<file path="src/rtl/dram_fifo_pkg.sv">
// ============================================================================
// Module  : dram_fifo_pkg
// Brief   : Shared geometry constants and level-update helper for dram_fifo64.
// Revision: 1.0 - initial release
// ============================================================================
`default_nettype none

package dram_fifo_pkg;

    localparam int DEPTH = 64;
    localparam int PTR_W = 6;
    localparam int LVL_W = 7;

    // Stored-word count after one handshake edge; push and pop together cancel.
    function automatic logic [LVL_W-1:0] level_next(
        input logic [LVL_W-1:0] lvl,
        input logic             push,
        input logic             pop
    );
        logic [LVL_W-1:0] nxt;
        nxt = lvl;
        case ({push, pop})
            2'b10:   nxt = lvl + LVL_W'(1);
            2'b01:   nxt = lvl - LVL_W'(1);
            default: nxt = lvl;
        endcase
        return nxt;
    endfunction

endpackage

`default_nettype wire

</file>
<file path="src/rtl/dram64xw.sv">
// ============================================================================
// Module  : dram64xw
// Brief   : 64 x WIDTH distributed RAM, synchronous write, asynchronous read.
// Revision: 1.0 - initial release
// ============================================================================
`default_nettype none

module dram64xw
    import dram_fifo_pkg::*;
#(
    parameter int WIDTH = 8
) (
    input  logic             clk,
    input  logic             i_we,
    input  logic [PTR_W-1:0] i_waddr,
    input  logic [WIDTH-1:0] i_wdata,
    input  logic [PTR_W-1:0] i_raddr,
    output logic [WIDTH-1:0] o_rdata
);

    // Array is never reset; it powers up cleared.
    logic [WIDTH-1:0] r_mem [0:DEPTH-1] = '{default: '0};

    always_ff @(posedge clk) begin
        if (i_we) begin
            r_mem[i_waddr] <= i_wdata;
        end
    end

    assign o_rdata = r_mem[i_raddr];

endmodule

`default_nettype wire

</file>
<file path="src/rtl/dram_fifo64.sv">
// ============================================================================
// Module  : dram_fifo64
// Brief   : 64-deep first-word-fall-through FIFO on distributed RAM with
//           registered level and almost-full / almost-empty flags.
// Revision: 1.0 - initial release
// ============================================================================
`default_nettype none

module dram_fifo64
    import dram_fifo_pkg::*;
#(
    parameter int WIDTH      = 8,
    parameter int AFULL_LVL  = 56,
    parameter int AEMPTY_LVL = 8
) (
    input  logic             CLK,
    input  logic             RST,
    input  logic             FLUSH,
    input  logic             S_VALID,
    output logic             S_READY,
    input  logic [WIDTH-1:0] S_DATA,
    output logic             M_VALID,
    input  logic             M_READY,
    output logic [WIDTH-1:0] M_DATA,
    output logic [LVL_W-1:0] LEVEL,
    output logic             AFULL,
    output logic             AEMPTY
);

    logic [PTR_W-1:0] r_wr_ptr;
    logic [PTR_W-1:0] r_rd_ptr;
    logic [LVL_W-1:0] r_level;
    logic             r_afull;
    logic             r_aempty;
    logic             r_live;

    logic             w_push;
    logic             w_pop;
    logic [LVL_W-1:0] w_level_nxt;

    // r_live holds S_READY low until the first edge after reset release.
    assign S_READY = r_live && (r_level != LVL_W'(DEPTH));
    assign M_VALID = (r_level != '0);
    assign LEVEL   = r_level;
    assign AFULL   = r_afull;
    assign AEMPTY  = r_aempty;

    assign w_push      = S_VALID && S_READY;
    assign w_pop       = M_VALID && M_READY;
    assign w_level_nxt = level_next(r_level, w_push, w_pop);

    always_ff @(posedge CLK or posedge RST) begin
        if (RST) begin
            r_wr_ptr <= '0;
            r_rd_ptr <= '0;
            r_level  <= '0;
            r_afull  <= 1'b0;
            r_aempty <= 1'b1;
            r_live   <= 1'b0;
        end else begin
            r_live <= 1'b1;
            if (FLUSH) begin
                r_wr_ptr <= '0;
                r_rd_ptr <= '0;
                r_level  <= '0;
                r_afull  <= 1'b0;
                r_aempty <= 1'b1;
            end else begin
                if (w_push) begin
                    r_wr_ptr <= r_wr_ptr + PTR_W'(1);
                end
                if (w_pop) begin
                    r_rd_ptr <= r_rd_ptr + PTR_W'(1);
                end
                r_level  <= w_level_nxt;
                // Flags track the level being loaded so they align with LEVEL.
                r_afull  <= (w_level_nxt >= LVL_W'(AFULL_LVL));
                r_aempty <= (w_level_nxt <= LVL_W'(AEMPTY_LVL));
            end
        end
    end

    dram64xw #(
        .WIDTH (WIDTH)
    ) u_ram (
        .clk     (CLK),
        .i_we    (w_push && !FLUSH),
        .i_waddr (r_wr_ptr),
        .i_wdata (S_DATA),
        .i_raddr (r_rd_ptr),
        .o_rdata (M_DATA)
    );

endmodule

`default_nettype wire

</file>
<file path="config.mk">
export PLATFORM = sky130hd
export DESIGN_NAME = dram_fifo64
export DESIGN_NICKNAME = d
export VERILOG_FILES = /design/src/rtl/dram_fifo_pkg.sv /design/src/rtl/dram64xw.sv /design/src/rtl/dram_fifo64.sv
export SDC_FILE = /design/constraint.sdc
export NUM_CORES = 1
export LEC_CHECK = 0
export ABC_CLOCK_PERIOD_IN_PS = 9360
export CORE_ASPECT_RATIO = 1.5
export CORE_MARGIN = 5
export CORE_UTILIZATION = 61
export CTS_CLUSTER_SIZE = 8
export DETAILED_ROUTE_END_ITERATION = 8
export PLACE_DENSITY = 0.78
export SYNTH_ARGS = -nofsm -noshare
export SYNTH_HDL_FRONTEND = slang
export SYNTH_SLANG_ARGS = --single-unit
</file>
<file path="constraint.sdc">
create_clock -name CLK -period 9.36 [get_ports CLK]
set_clock_uncertainty 0.05 [all_clocks]
set_input_delay 2.34 -clock CLK [delete_from_list [all_inputs] [get_ports CLK]]
set_output_delay 2.34 -clock CLK [all_outputs]
set_load 0.01 [all_outputs]
</file>
==> insert_results.sql, run 1 <==
INSERT INTO impl_metrics (metric_group, metric, value, unit) VALUES
('yosys', 'synth_enable_flop_cells', '512', ''),
('worst_hold_path', 'min-delay-path-class', 'flop to flop', ''),
('timing', 'timing.final.setup_violations', '0', ''),
('floorplan', 'boundaryPins', '32', ''),
('placement', 'detailed_place.area', '0.02195', 'sq mm'),
('run_status', 'status', 'finished clean', ''),
('worst_setup_path', 'timing.rr.start', 'LEVEL[0]', ''),
('clock_tree', 'post_cts_hold_buffers', '0', ''),
('yosys', 'synth_flop_cell', 'edfxtp_1', ''),
('worst_hold_path', 'min-delay-start', 'r_rd_ptr[3]', ''),
('global_routing', 'grt_first_pass_wirelength', '71620', 'um'),
('yosys', 'synth_top_cells_by_count', 'edfxtp_1 (512), mux4_2 (119), nor2_1 (95)', ''),
('worst_setup_path', 'sort_of_element_at_the_end_of_the_critical_path', 'output port', ''),
('clock_tree', 'level_count_of_the_clock_h_tree', '3', ''),
('detailed_routing', 'drt_first_iter_violations', '1049', ''),
('layout', 'layout-drive-gt1-share', '22.40', '%'),
('clock_tree', 'cts_buffer_depth', '3', ''),
('worst_setup_path', 'crit_path_frequent_cell', 'a21oi_1', ''),
('pwr', 'intPower', '4.698', 'mW'),
('pwr', 'share_of_total_power_in_combinational_logic', '17.5', '%'),
('worst_setup_path', 'crit_path_max_incr_delay', '0.94', 'ns'),
('global_routing', 'global_route.usage.total', '25.43', '%'),
('floorplan', 'fp.dieArea', '0.03885', 'sq mm'),
('timing', 'setup-tns-final', '0', 'ns'),
('yosys', 'synth_seq_cells', '534', ''),
('yosys', 'synthArstFlopShare', '4.120', '%'),
('pwr', 'switching_share', '24.79', '%'),
('clock_tree', 'cts_root_buffer', 'clkbuf_16', ''),
('worst_setup_path', 'worst-setup-path-type', 'flop to output port', ''),
('pwr', 'switchingPower', '1.548', 'mW'),
('pwr', 'ir_worst_vdd', '174.9', 'uV'),
('clock_tree', 'cts.reportedPaths.clkPinSlew', '0.05', 'ns'),
('worst_setup_path', 'highest_net_fanout_along_the_worst_path', '38', ''),
('clock_tree', 'total_cts_buffers', '76', ''),
('floorplan', 'floorplan.initialDensity', '62.00', '%'),
('yosys', 'synth.most_common_cell', 'edfxtp_1', ''),
('placement', 'hpwl', '26970', 'um'),
('timing', 'max_freq', '0.1520', 'GHz'),
('global_routing', 'grt_antenna_before_repair', '1', ''),
('yosys', 'synth.yosys.seq_area_share', '74.74', '%'),
('pwr', 'power.density', '260.3', 'mW/mm^2'),
('floorplan', 'core_area', '0.03437', 'sq mm'),
('yosys', 'netlist-cell-type-count', '64', ''),
('pwr', 'pwr-share-seq', '44.1', '%'),
('timing', 'relSlewSlack', '12.37', '%'),
('global_routing', 'first_global_vias', '11310', ''),
('clock_tree', 'skew_pair_late_insertion_delay', '0.58', 'ns'),
('layout', 'finish.utilization', '69.80', '%'),
('global_routing', 'grt_start_max_net_pins', '77', ''),
('yosys', 'yosys.area.top_type_share', '72.15', '%'),
('yosys', 'yosysTopAreaCell', 'edfxtp_1', ''),
('placement', 'gp_routability_congestion', '0.8224', ''),
('timing', 'final_period_minus_worst_setup_slack', '6.581', 'ns'),
('detailed_routing', 'finalWirelength', '48040', 'um'),
('clock_tree', 'clock_sink_count', '534', ''),
('detailed_routing', 'firstDrtPassIters', '5', ''),
('detailed_routing', 'drtAntennaViolNets', '0', ''),
('worst_setup_path', 'worst_path_max_delay_cell', 'dfrtp_4', ''),
('clock_tree', 'tritoncts', 'yes', ''),
('pwr', 'share_clk_of_total_power', '38.4', '%'),
('worst_setup_path', 'worstPathArrival', '4.19', 'ns'),
('yosys', 'post_synth_inst_count', '1083', ''),
('worst_setup_path', 'critPathLaunchType', 'flop', ''),
('yosys', 'synth_area_per_cell', '19.68', 'sq um'),
('layout', 'fin_area', '0.02399', 'sq mm'),
('timing', 'final.period_utilization', '70.31', '%'),
('floorplan', 'fp-row-count', '83', ''),
('layout', 'final_net_count', '1163', ''),
('detailed_routing', 'route.detailed.drc', '0', ''),
('timing', 'slew_viol_final', '0', ''),
('pwr', 'totalPowerFinal', '6.246', 'mW');
==> metal layers <==
metal / vias up / GRT usage (%) / part of all wire, %
li1: 4539 / - / -
met1: 5628 / 32.28 / 36
met2: 600 / 44.00 / 53
met3: 97 / 5.123 / 8.1
met4: 2 / 9.410 / 3.1
met5: - / 0 / 0.027
==> critical path, delay by kind of cell (launching register included) <==
| family | cells | cell delay, ns |
|---|---|---|
| compound gates | 4 | 0.73 |
| flops | 1 | 0.94 |
| mux | 1 | 0.62 |
| buf+inv | 2 | 1.25 |
==> final cells by class <==
| cell class | instances | area, sq um | share of cell area (%) |
|---|---|---|---|
| Sequential cell | 534 | 15940 | 66.42 |
| Multi-Input combinational cell | 482 | 5035 | 20.98 |
| Clock buffer | 84 | 1996 | 8.318 |
| Tap cell | 467 | 584.3 | 2.435 |
| Timing Repair Buffer | 43 | 372.9 | 1.554 |
| Clock inverter | 5 | 50.05 | 0.2086 |
| Inverter | 4 | 20.02 | 0.08344 |
==> cells by family (layout without fill, tap and decap cells) <==
kind of cell             count (synthesis)  count (layout)  synth area share, %
adder cells (fa/ha/maj)                  9               9               0.5637
multiplexers                           139             139                13.58
AND/OR/NAND/NOR                        202             202                4.732
XOR/XNOR                                12              12               0.5284
flip-flops                             534             534                74.74
AO/OA/AOI/OAI                          119             119                4.151
other                                    1               1              0.01760
buffers and inverters                   67             136                1.691
==> path summary, 6_finish.rpt <==
check,to,slack [ns],cells past startpoint
setup / recovery,M_DATA[2],2.78,7
setup reg to reg,AEMPTY,5.32,9
hold reg to reg,r_rd_ptr[3],0.54,2
max in group asynchronous,r_rd_ptr[1],6.47,2
min in group asynchronous,r_rd_ptr[0],2.18,2
hold / removal,r_rd_ptr[3],0.54,2
==> metrics by stage <==
step | std cells | hold slack (ns) | worst slack (ns)
final | 1619 | 0.5377 | 2.779
after global routing | 1619 | 0.5674 | 2.553
after CTS | 1619 | 0.5329 | 2.669
after detailed placement | 1530 | 0.5193 | 3.372
after global placement | 1530 | 0.5042 | 3.362
after floorplan | 1083 | 0.5317 | 4.468
==> cell usage in the layout (no fill, tap or decap), drive strengths merged, types with 5 or more instances in the layout <==
cell	count
nand3b	5
nand2b	8
nor2b	22
or3	7
a22oi	18
o21ai	15
mux2	11
dfrtp	21
buf	20
a22o	8
nand4	7
nor2	95
nand2	22
o22ai	16
a211oi	9
edfxtp	512
a21oi	14
clkdlybuf4s50	23
inv	8
nand3	7
ha	8
nor3	5
a211o	5
xor2	8
mux2i	9
clkbuf	84
mux4	119
==> power groups by stage <==
stage	Combinational, mW	Sequential, mW	Clock, mW
finish	1.09	2.75	2.40
global route	1.17	2.76	2.53
CTS	1.10	2.76	2.42
detailed placement	1.09	2.80	0
global placement	1.07	2.80	0
floorplan	0.879	2.72	0
==> state kept, by name, indices dropped and copies added (netlist names) <==
signal and cells:
LEVEL 7, u_ram.r_mem 512, AFULL 1, r_rd_ptr 6, r_live 1, r_wr_ptr 6, AEMPTY 1
Note: power is estimated with default switching activity, not from simulation.
==> inputs of run 2 (changes only) <==
--- a/config.mk
+++ b/config.mk
@@ -5,13 +5,13 @@
 export SDC_FILE = /design/constraint.sdc
 export NUM_CORES = 1
 export LEC_CHECK = 0
-export ABC_CLOCK_PERIOD_IN_PS = 9360
+export ABC_CLOCK_PERIOD_IN_PS = 5850
 export CORE_ASPECT_RATIO = 1.5
 export CORE_MARGIN = 5
-export CORE_UTILIZATION = 61
+export CORE_UTILIZATION = 56
 export CTS_CLUSTER_SIZE = 8
 export DETAILED_ROUTE_END_ITERATION = 8
-export PLACE_DENSITY = 0.78
+export PLACE_DENSITY = 0.75
 export SYNTH_ARGS = -nofsm -noshare
 export SYNTH_HDL_FRONTEND = slang
 export SYNTH_SLANG_ARGS = --single-unit
==> constraint.sdc (replaced) <==
create_clock -name CLK -period 5.85 [get_ports CLK]
set_clock_uncertainty 0.05 [all_clocks]
set_input_delay 1.4625 -clock CLK [delete_from_list [all_inputs] [get_ports CLK]]
set_output_delay 1.4625 -clock CLK [all_outputs]
set_load 0.01 [all_outputs]
==> run 2 against run 1 <==
Effect of this change:
- register-to-register slack worse by 3.4 ns
- via count shrank 0.79%
- critical path depth unchanged
- die area is 8.5% higher
- worst setup slack lost 2.2 ns
- critical endpoint is now M_DATA[3]
- largest power group unchanged
- highest routed layer is now met4
==> insert_results.sql, run 2 (synthesis gave the netlist of run 1 again) <==
INSERT INTO impl_metrics (metric_group, metric, value, unit) VALUES
('worst_setup_path', 'worst-setup-path-type', 'flop to output port', ''),
('clock_tree', 'level_count_of_the_clock_h_tree', '3', ''),
('layout', 'filler_cell_count', '2528', ''),
('floorplan', 'boundaryPins', '32', ''),
('global_routing', 'grt_first_pass_wirelength', '72100', 'um'),
('clock_tree', 'total_cts_buffers', '76', ''),
('worst_setup_path', 'crit_path_cell_trace', 'buf_4 > mux4_2 > o22ai_1 > nor2_1 > a31oi_1 > o311ai_1 > clkdlybuf4s50_1', ''),
('run', 'cap_viol_max_count', '0', ''),
('clock_tree', 'cts_root_buffer', 'clkbuf_16', ''),
('worst_hold_path', 'worstHoldPathCells', '2', ''),
('floorplan', 'fp.dieW', '169.3', 'um'),
('global_routing', 'grt_antenna_before_repair', '0', ''),
('worst_setup_path', 'worst_path_max_delay_cell', 'dfrtp_4', ''),
('worst_hold_path', 'holdPathEnd', 'LEVEL[2]', ''),
('worst_setup_path', 'crit_path_max_incr_delay', '0.73', 'ns'),
('timing', 'report.final.hold_viol_count', '0', ''),
('global_routing', 'grt_start_max_net_pins', '65', ''),
('layout', 'register_name_with_the_most_flops', 'u_ram.r_mem', ''),
('detailed_routing', 'vias_per_cell', '6.510', ''),
('worst_setup_path', 'timing.rr.start', 'LEVEL[0]', ''),
('timing', 'whs', '0.5563', 'ns'),
('run_status', 'status', 'finished clean', ''),
('pwr', 'ir_worst_vdd', '407.8', 'uV'),
('detailed_routing', 'drt_first_iter_violations', '1090', ''),
('worst_setup_path', 'worst_reg2reg_path_depth', '9', ''),
('worst_setup_path', 'highest_net_fanout_along_the_worst_path', '31', ''),
('worst_hold_path', 'min-delay-path-class', 'flop to flop', ''),
('detailed_routing', 'route.detailed.drc', '0', ''),
('global_routing', 'first_global_vias', '11460', ''),
('pwr', 'totalPowerFinal', '10.07', 'mW'),
('timing', 'final_period_minus_worst_setup_slack', '5.315', 'ns'),
('clock_tree', 'cts.repair_timing.setup_buffer_count', '0', ''),
('clock_tree', 'cts_buffer_depth', '3', ''),
('placement', 'placement.io_buffers', '31', ''),
('detailed_routing', 'firstDrtPassIters', '5', ''),
('timing', 'tightestPinTransition', '1.238', 'ns'),
('floorplan', 'die_height', '248.9', 'um'),
('worst_setup_path', 'worstPathRequired', '4.34', 'ns'),
('layout', 'layout-drive-gt1-share', '22.62', '%'),
('timing', 'relSlewSlack', '17.45', '%'),
('timing', 'final.period_utilization', '90.86', '%'),
('clock_tree', 'postCtsResizedCells', '0', ''),
('worst_setup_path', 'sort_of_element_at_the_end_of_the_critical_path', 'output port', ''),
('detailed_routing', 'route.detailed.wl_per_inst', '29.01', 'um'),
('layout', 'largest_register_ffs', '512', ''),
('clock_tree', 'cts.reportedPaths.clkPinSlew', '0.05', 'ns'),
('layout', 'mostFrequentLayoutCells', 'edfxtp_1 (512), mux4_2 (119), nor2_1 (95)', ''),
('timing', 'setup-tns-final', '0', 'ns'),
('timing', 'grt_setup_unrepaired', 'no', ''),
('worst_setup_path', 'worstPathArrival', '3.80', 'ns'),
('clock_tree', 'clock_sink_count', '534', ''),
('detailed_routing', 'drtAntennaViolNets', '0', ''),
('detailed_routing', 'finalWirelength', '48040', 'um'),
('floorplan', 'floorplan.initialDensity', '56.58', '%'),
('timing', 'slew_viol_final', '0', ''),
('worst_setup_path', 'critical_path.startpoint', 'r_rd_ptr[0]', ''),
('clock_tree', 'post_cts_hold_buffers', '0', ''),
('global_routing', 'grt_overflow_total', '0', ''),
('layout', 'area_growth', '13.11', '%'),
('detailed_routing', 'route.vias.total', '10780', ''),
('clock_tree', 'tritoncts', 'yes', ''),
('floorplan', 'fp-row-count', '87', ''),
('global_routing', 'global_route.usage.total', '23.35', '%'),
('timing', 'max_freq', '0.1881', 'GHz'),
('layout', 'insertedDiodeCount', '0', ''),
('layout', 'final_net_count', '1169', ''),
('worst_setup_path', 'critPathLaunchType', 'flop', ''),
('placement', 'hpwl', '28790', 'um'),
('pwr', 'total_leakage_power', '7.484', 'nW'),
('placement', 'gp_routability_congestion', '0.8410', ''),
('floorplan', 'fp.dieArea', '0.04214', 'sq mm'),
('clock_tree', 'skew_pair_late_insertion_delay', '0.59', 'ns'),
('worst_setup_path', 'reg2reg_setup_slack', '1.93', 'ns'),
('worst_hold_path', 'min-delay-start', 'LEVEL[2]', ''),
('layout', 'mostFrequentLayoutCell', 'edfxtp_1', ''),
('worst_setup_path', 'worst_r2r_endpoint', 'AEMPTY', ''),
('floorplan', 'core_area', '0.03766', 'sq mm'),
('timing', 'timing.final.setup_violations', '0', ''),
('pwr', 'power.density', '417.6', 'mW/mm^2');
==> run 2: cell count changes in the layout (fill, tap and decap cells not counted), sizes merged <==
cell,before,now
clkinv,1,2
clkbuf,84,92
buf,20,26
==> run 2: how the worst max path moves through the flow <==
stage | endpoint | slack [ns] | depth (start not counted)
2_1_floorplan | AEMPTY | 1.84 | 9
3_3_place_gp | M_DATA[3] | 1.18 | 7
3_5_place_dp | AEMPTY | 1.10 | 10
4_1_cts | M_DATA[3] | 0.53 | 7
5_1_grt | M_DATA[3] | 0.36 | 7
6_report | M_DATA[3] | 0.53 | 7
==> run 2: layout make-up <==
cell class / count / area (sq um) / area share [%]
flip-flops and latches: 534 / 15940 / 66.11
multi-input cells: 482 / 5035 / 20.89
clock buffers: 92 / 2004 / 8.316
well taps: 489 / 611.8 / 2.538
repair buffers: 49 / 442.9 / 1.838
clock inverters: 6 / 55.05 / 0.2284
inverters: 4 / 20.02 / 0.08305
==> run 2: metrics by stage <==
step / setup slack (ns) / util [%] / area [sq um] / std cells
floorplan: 1.835 / - / 21310 / 1083
global placement: 1.180 / 58.53 / 22040 / 1558
detailed placement: 1.098 / 58.53 / 22040 / 1558
CTS: 0.5285 / 64.00 / 24100 / 1656
global route: 0.3551 / 64.00 / 24100 / 1656
finish: 0.5349 / 64.00 / 24100 / 1656
==> run 2: power breakdown <==
group / switching [mW] / internal, mW
clock: 1.48 / 2.37
sequential: 0.134 / 4.24
combinational: 0.917 / 0.925
total: 2.53 / 7.54
==> run 2: worst max-delay path, delay by kind of cell (launching register included) <==
family	cells	cell delay, ns
buf+inv	2	1.05
mux	1	0.63
compound gates	3	0.69
flops	1	0.73
simple gates	1	0.08
==> run 2: per-layer routing <==
| metal | track usage (%) | vias to the layer above | share of wire (%) |
|---|---|---|---|
| met3 | 4.207 | 127 | 6.6 |
| met4 | 11.85 | 0 | 4.9 |
| met1 | 27.79 | 5559 | 34 |
| met2 | 40.64 | 523 | 54 |
| li1 | - | 4571 | - |
| met5 | 0 | - | 0 |
==> inputs of run 3 (changes only) <==
--- a/config.mk
+++ b/config.mk
@@ -5,7 +5,7 @@
 export SDC_FILE = /design/constraint.sdc
 export NUM_CORES = 1
 export LEC_CHECK = 0
-export ABC_CLOCK_PERIOD_IN_PS = 5850
+export ABC_CLOCK_PERIOD_IN_PS = 4300
 export CORE_ASPECT_RATIO = 1.5
 export CORE_MARGIN = 5
 export CORE_UTILIZATION = 56
==> constraint.sdc (replaced) <==
create_clock -name CLK -period 4.3 [get_ports CLK]
set_clock_uncertainty 0.05 [all_clocks]
set_input_delay 1.075 -clock CLK [delete_from_list [all_inputs] [get_ports CLK]]
set_output_delay 1.075 -clock CLK [all_outputs]
set_load 0.01 [all_outputs]
==> run 3 against run 2 <==
Effect of this change:
- clock-buffer cell count unchanged
- worst setup slack got worse by 0.47 ns
- routed wire length increased by 7.1%
- non-clock buffer count increased by 85
- worst hold slack got worse by 0.0054 ns
- flip-flop and latch count unchanged
- largest cell class unchanged
- highest routed layer unchanged
==> insert_results.sql, run 3 (synthesis gave the netlist of run 1 again) <==
INSERT INTO impl_metrics (metric_group, metric, value, unit) VALUES
('run_status', 'status', 'finished clean', ''),
('clock_tree', 'cts.reportedPaths.clkPinSlew', '0.05', 'ns'),
('placement', 'gp_routability_congestion', '0.9013', ''),
('global_routing', 'grt_overflow_total', '0', ''),
('timing', 'timing.final.setup_violations', '0', ''),
('placement', 'hpwl', '30680', 'um'),
('run', 'cap_viol_max_count', '0', ''),
('pwr', 'ir_worst_vdd', '395.5', 'uV'),
('detailed_routing', 'route.vias.total', '11470', ''),
('clock_tree', 'clock_sink_count', '534', ''),
('placement', 'detailed_place.area', '0.02264', 'sq mm'),
('floorplan', 'fp.dieW', '169.3', 'um'),
('timing', 'slew_viol_final', '0', ''),
('detailed_routing', 'route.detailed.wl_per_inst', '29.58', 'um'),
('worst_hold_path', 'worstHoldPathCells', '2', ''),
('worst_setup_path', 'critPathLaunchType', 'flop', ''),
('floorplan', 'core_area', '0.03766', 'sq mm'),
('placement', 'placement.io_buffers', '31', ''),
('detailed_routing', 'firstDrtPassIters', '5', ''),
('worst_setup_path', 'worst_r2r_endpoint', 'AEMPTY', ''),
('floorplan', 'fp.dieArea', '0.04214', 'sq mm'),
('detailed_routing', 'drt_first_iter_violations', '1338', ''),
('global_routing', 'first_global_vias', '11950', ''),
('detailed_routing', 'drtAntennaViolNets', '0', ''),
('layout', 'register_name_with_the_most_flops', 'u_ram.r_mem', ''),
('detailed_routing', 'vias_per_cell', '6.590', ''),
('timing', 'relSlewSlack', '15.19', '%'),
('detailed_routing', 'finalWirelength', '51470', 'um'),
('floorplan', 'boundaryPins', '32', ''),
('floorplan', 'die_height', '248.9', 'um'),
('worst_setup_path', 'crit_path_frequent_cell', 'buf_12', ''),
('floorplan', 'fp-row-count', '87', ''),
('worst_setup_path', 'highest_net_fanout_along_the_worst_path', '11', ''),
('detailed_routing', 'route.detailed.drc', '0', ''),
('worst_setup_path', 'worstPathArrival', '3.11', 'ns'),
('timing', 'postLayoutSetupSlackWorst', '0.06776', 'ns'),
('global_routing', 'grt_first_pass_wirelength', '76400', 'um'),
('clock_tree', 'cts_root_buffer', 'clkbuf_16', ''),
('worst_hold_path', 'min-delay-start', 'LEVEL[2]', ''),
('floorplan', 'floorplan.initialDensity', '56.58', '%'),
('worst_setup_path', 'worstPathRequired', '3.17', 'ns'),
('layout', 'filler_cell_count', '2397', ''),
('worst_setup_path', 'crit_path_max_incr_delay', '0.50', 'ns'),
('worst_hold_path', 'min-delay-path-class', 'flop to flop', ''),
('timing', 'report.final.hold_viol_count', '0', ''),
('worst_setup_path', 'sort_of_element_at_the_end_of_the_critical_path', 'output port', ''),
('clock_tree', 'skew_pair_late_insertion_delay', '0.59', 'ns'),
('layout', 'final_net_count', '1254', ''),
('worst_setup_path', 'worst_path_max_delay_cell', 'mux4_2', ''),
('timing', 'final_period_minus_worst_setup_slack', '4.232', 'ns'),
('pwr', 'total_leakage_power', '8.040', 'nW'),
('layout', 'mostFrequentLayoutCell', 'edfxtp_1', ''),
('clock_tree', 'total_cts_buffers', '76', ''),
('global_routing', 'grt_antenna_before_repair', '0', ''),
('clock_tree', 'tritoncts', 'yes', ''),
('layout', 'layout-drive-gt1-share', '29.90', '%'),
('clock_tree', 'level_count_of_the_clock_h_tree', '3', ''),
('layout', 'insertedDiodeCount', '0', ''),
('layout', 'mostFrequentLayoutCells', 'edfxtp_1 (512), mux4_2 (119), nor2_1 (95)', ''),
('worst_setup_path', 'worst_reg2reg_path_depth', '10', ''),
('global_routing', 'global_route.usage.total', '24.64', '%'),
('clock_tree', 'cts_buffer_depth', '3', ''),
('timing', 'max_freq', '0.2363', 'GHz'),
('worst_setup_path', 'timing.rr.start', 'LEVEL[5]', ''),
('timing', 'grt_setup_unrepaired', 'no', ''),
('global_routing', 'grt_start_max_net_pins', '65', ''),
('layout', 'fin_area', '0.02510', 'sq mm'),
('pwr', 'power.density', '569.9', 'mW/mm^2'),
('timing', 'tightestPinTransition', '1.272', 'ns'),
('timing', 'final.period_utilization', '98.42', '%'),
('worst_hold_path', 'holdPathEnd', 'LEVEL[2]', ''),
('worst_setup_path', 'reg2reg_setup_slack', '0.43', 'ns'),
('layout', 'area_growth', '17.80', '%'),
('pwr', 'totalPowerFinal', '14.31', 'mW'),
('placement', 'worst_setup_slack_post_dpl', '-0.02449', 'ns'),
('worst_setup_path', 'worst-setup-path-type', 'flop to output port', ''),
('worst_setup_path', 'crit_path_cell_trace', 'buf_12 > buf_12 > buf_12 > mux4_2 > a22oi_1 > a21oi_1 > a21oi_2 > o22ai_1 > dlygate4sd2_1', ''),
('layout', 'largest_register_ffs', '512', '');
-- run 3: changes by cell type in the layout (fill, tap and decap cells not counted), moves of 7 or more --
| cell | change |
|---|---|
| o22ai_2 | +7 |
| buf_12 | +10 |
| clkdlybuf4s50_1 | -8 |
| o22ai_1 | -7 |
| buf_4 | +70 |
| dlygate4sd2_1 | +8 |
| o21ai_2 | +7 |
-- run 3: stage by stage --
step           util (%)  hold WS, ns  setup TNS, ns  std cells
3_3_place_gp      60.10       0.5325              0       1624
6_report          66.65       0.5509              0       1740
4_1_cts           66.46       0.5432              0       1731
2_1_floorplan         -       0.5317              0       1083
3_5_place_dp      60.10       0.5286       -0.02449       1624
5_1_grt           66.65       0.6047              0       1740
-- run 3: critical path: cells and delay by family, from the launching register on --
kind,cells,cell delay (ns)
DFF,1,0.45
buffers and inverters,4,0.77
muxes,1,0.50
AOI/OAI and AO/OA,4,0.78
-- run 3: power breakdown --
group          internal, mW  leakage (nW)  total, mW  switching [mW]
combinational          1.62          2.14       3.18            1.55
sequential             5.78          4.89       5.84          0.0692
clock                  3.26          1.01       5.29            2.03
-- run 3: cell type report --
cell class	count	area (sq um)	share of cell area, %
flip-flops and latches	534	15940	63.49
clock inverters	5	53.80	0.2143
well taps	489	611.8	2.437
repair buffers	134	1252	4.989
clock buffers	92	2026	8.069
multi-input cells	482	5202	20.72
inverters	4	20.02	0.07974
-- run 3: metal layers --
layer / vias to the layer above / GRT usage [%] / routed length, um
li1: 4724 / - / -
met1: 5919 / 29.81 / 17720
met2: 674 / 42.37 / 27440
met3: 150 / 5.350 / 3722
met4: 0 / 11.21 / 2588
met5: - / 0 / 0
-- run 3: worst max path at each step --
stage / slack [ns] / end / startpoint / cells past startpoint
after global placement: 0.12 / AEMPTY / S_VALID / 10
final: 0.07 / M_DATA[4] / r_rd_ptr[0] / 9
after CTS: 0.1 / M_DATA[7] / r_rd_ptr[0] / 9
after global routing: 0.004 / M_DATA[2] / r_rd_ptr[0] / 8
after detailed placement: -0.02 / AEMPTY / S_VALID / 10
after floorplan: 0.57 / AEMPTY / LEVEL[0] / 10
-- run 3: timing repair --
action,in CTS,in global routing
cloned,1,0
gates resized for setup,43,1
buffers inserted,9,9
hold buffers,0,0
setup endpoints to repair,8,2
pin swaps,2,1
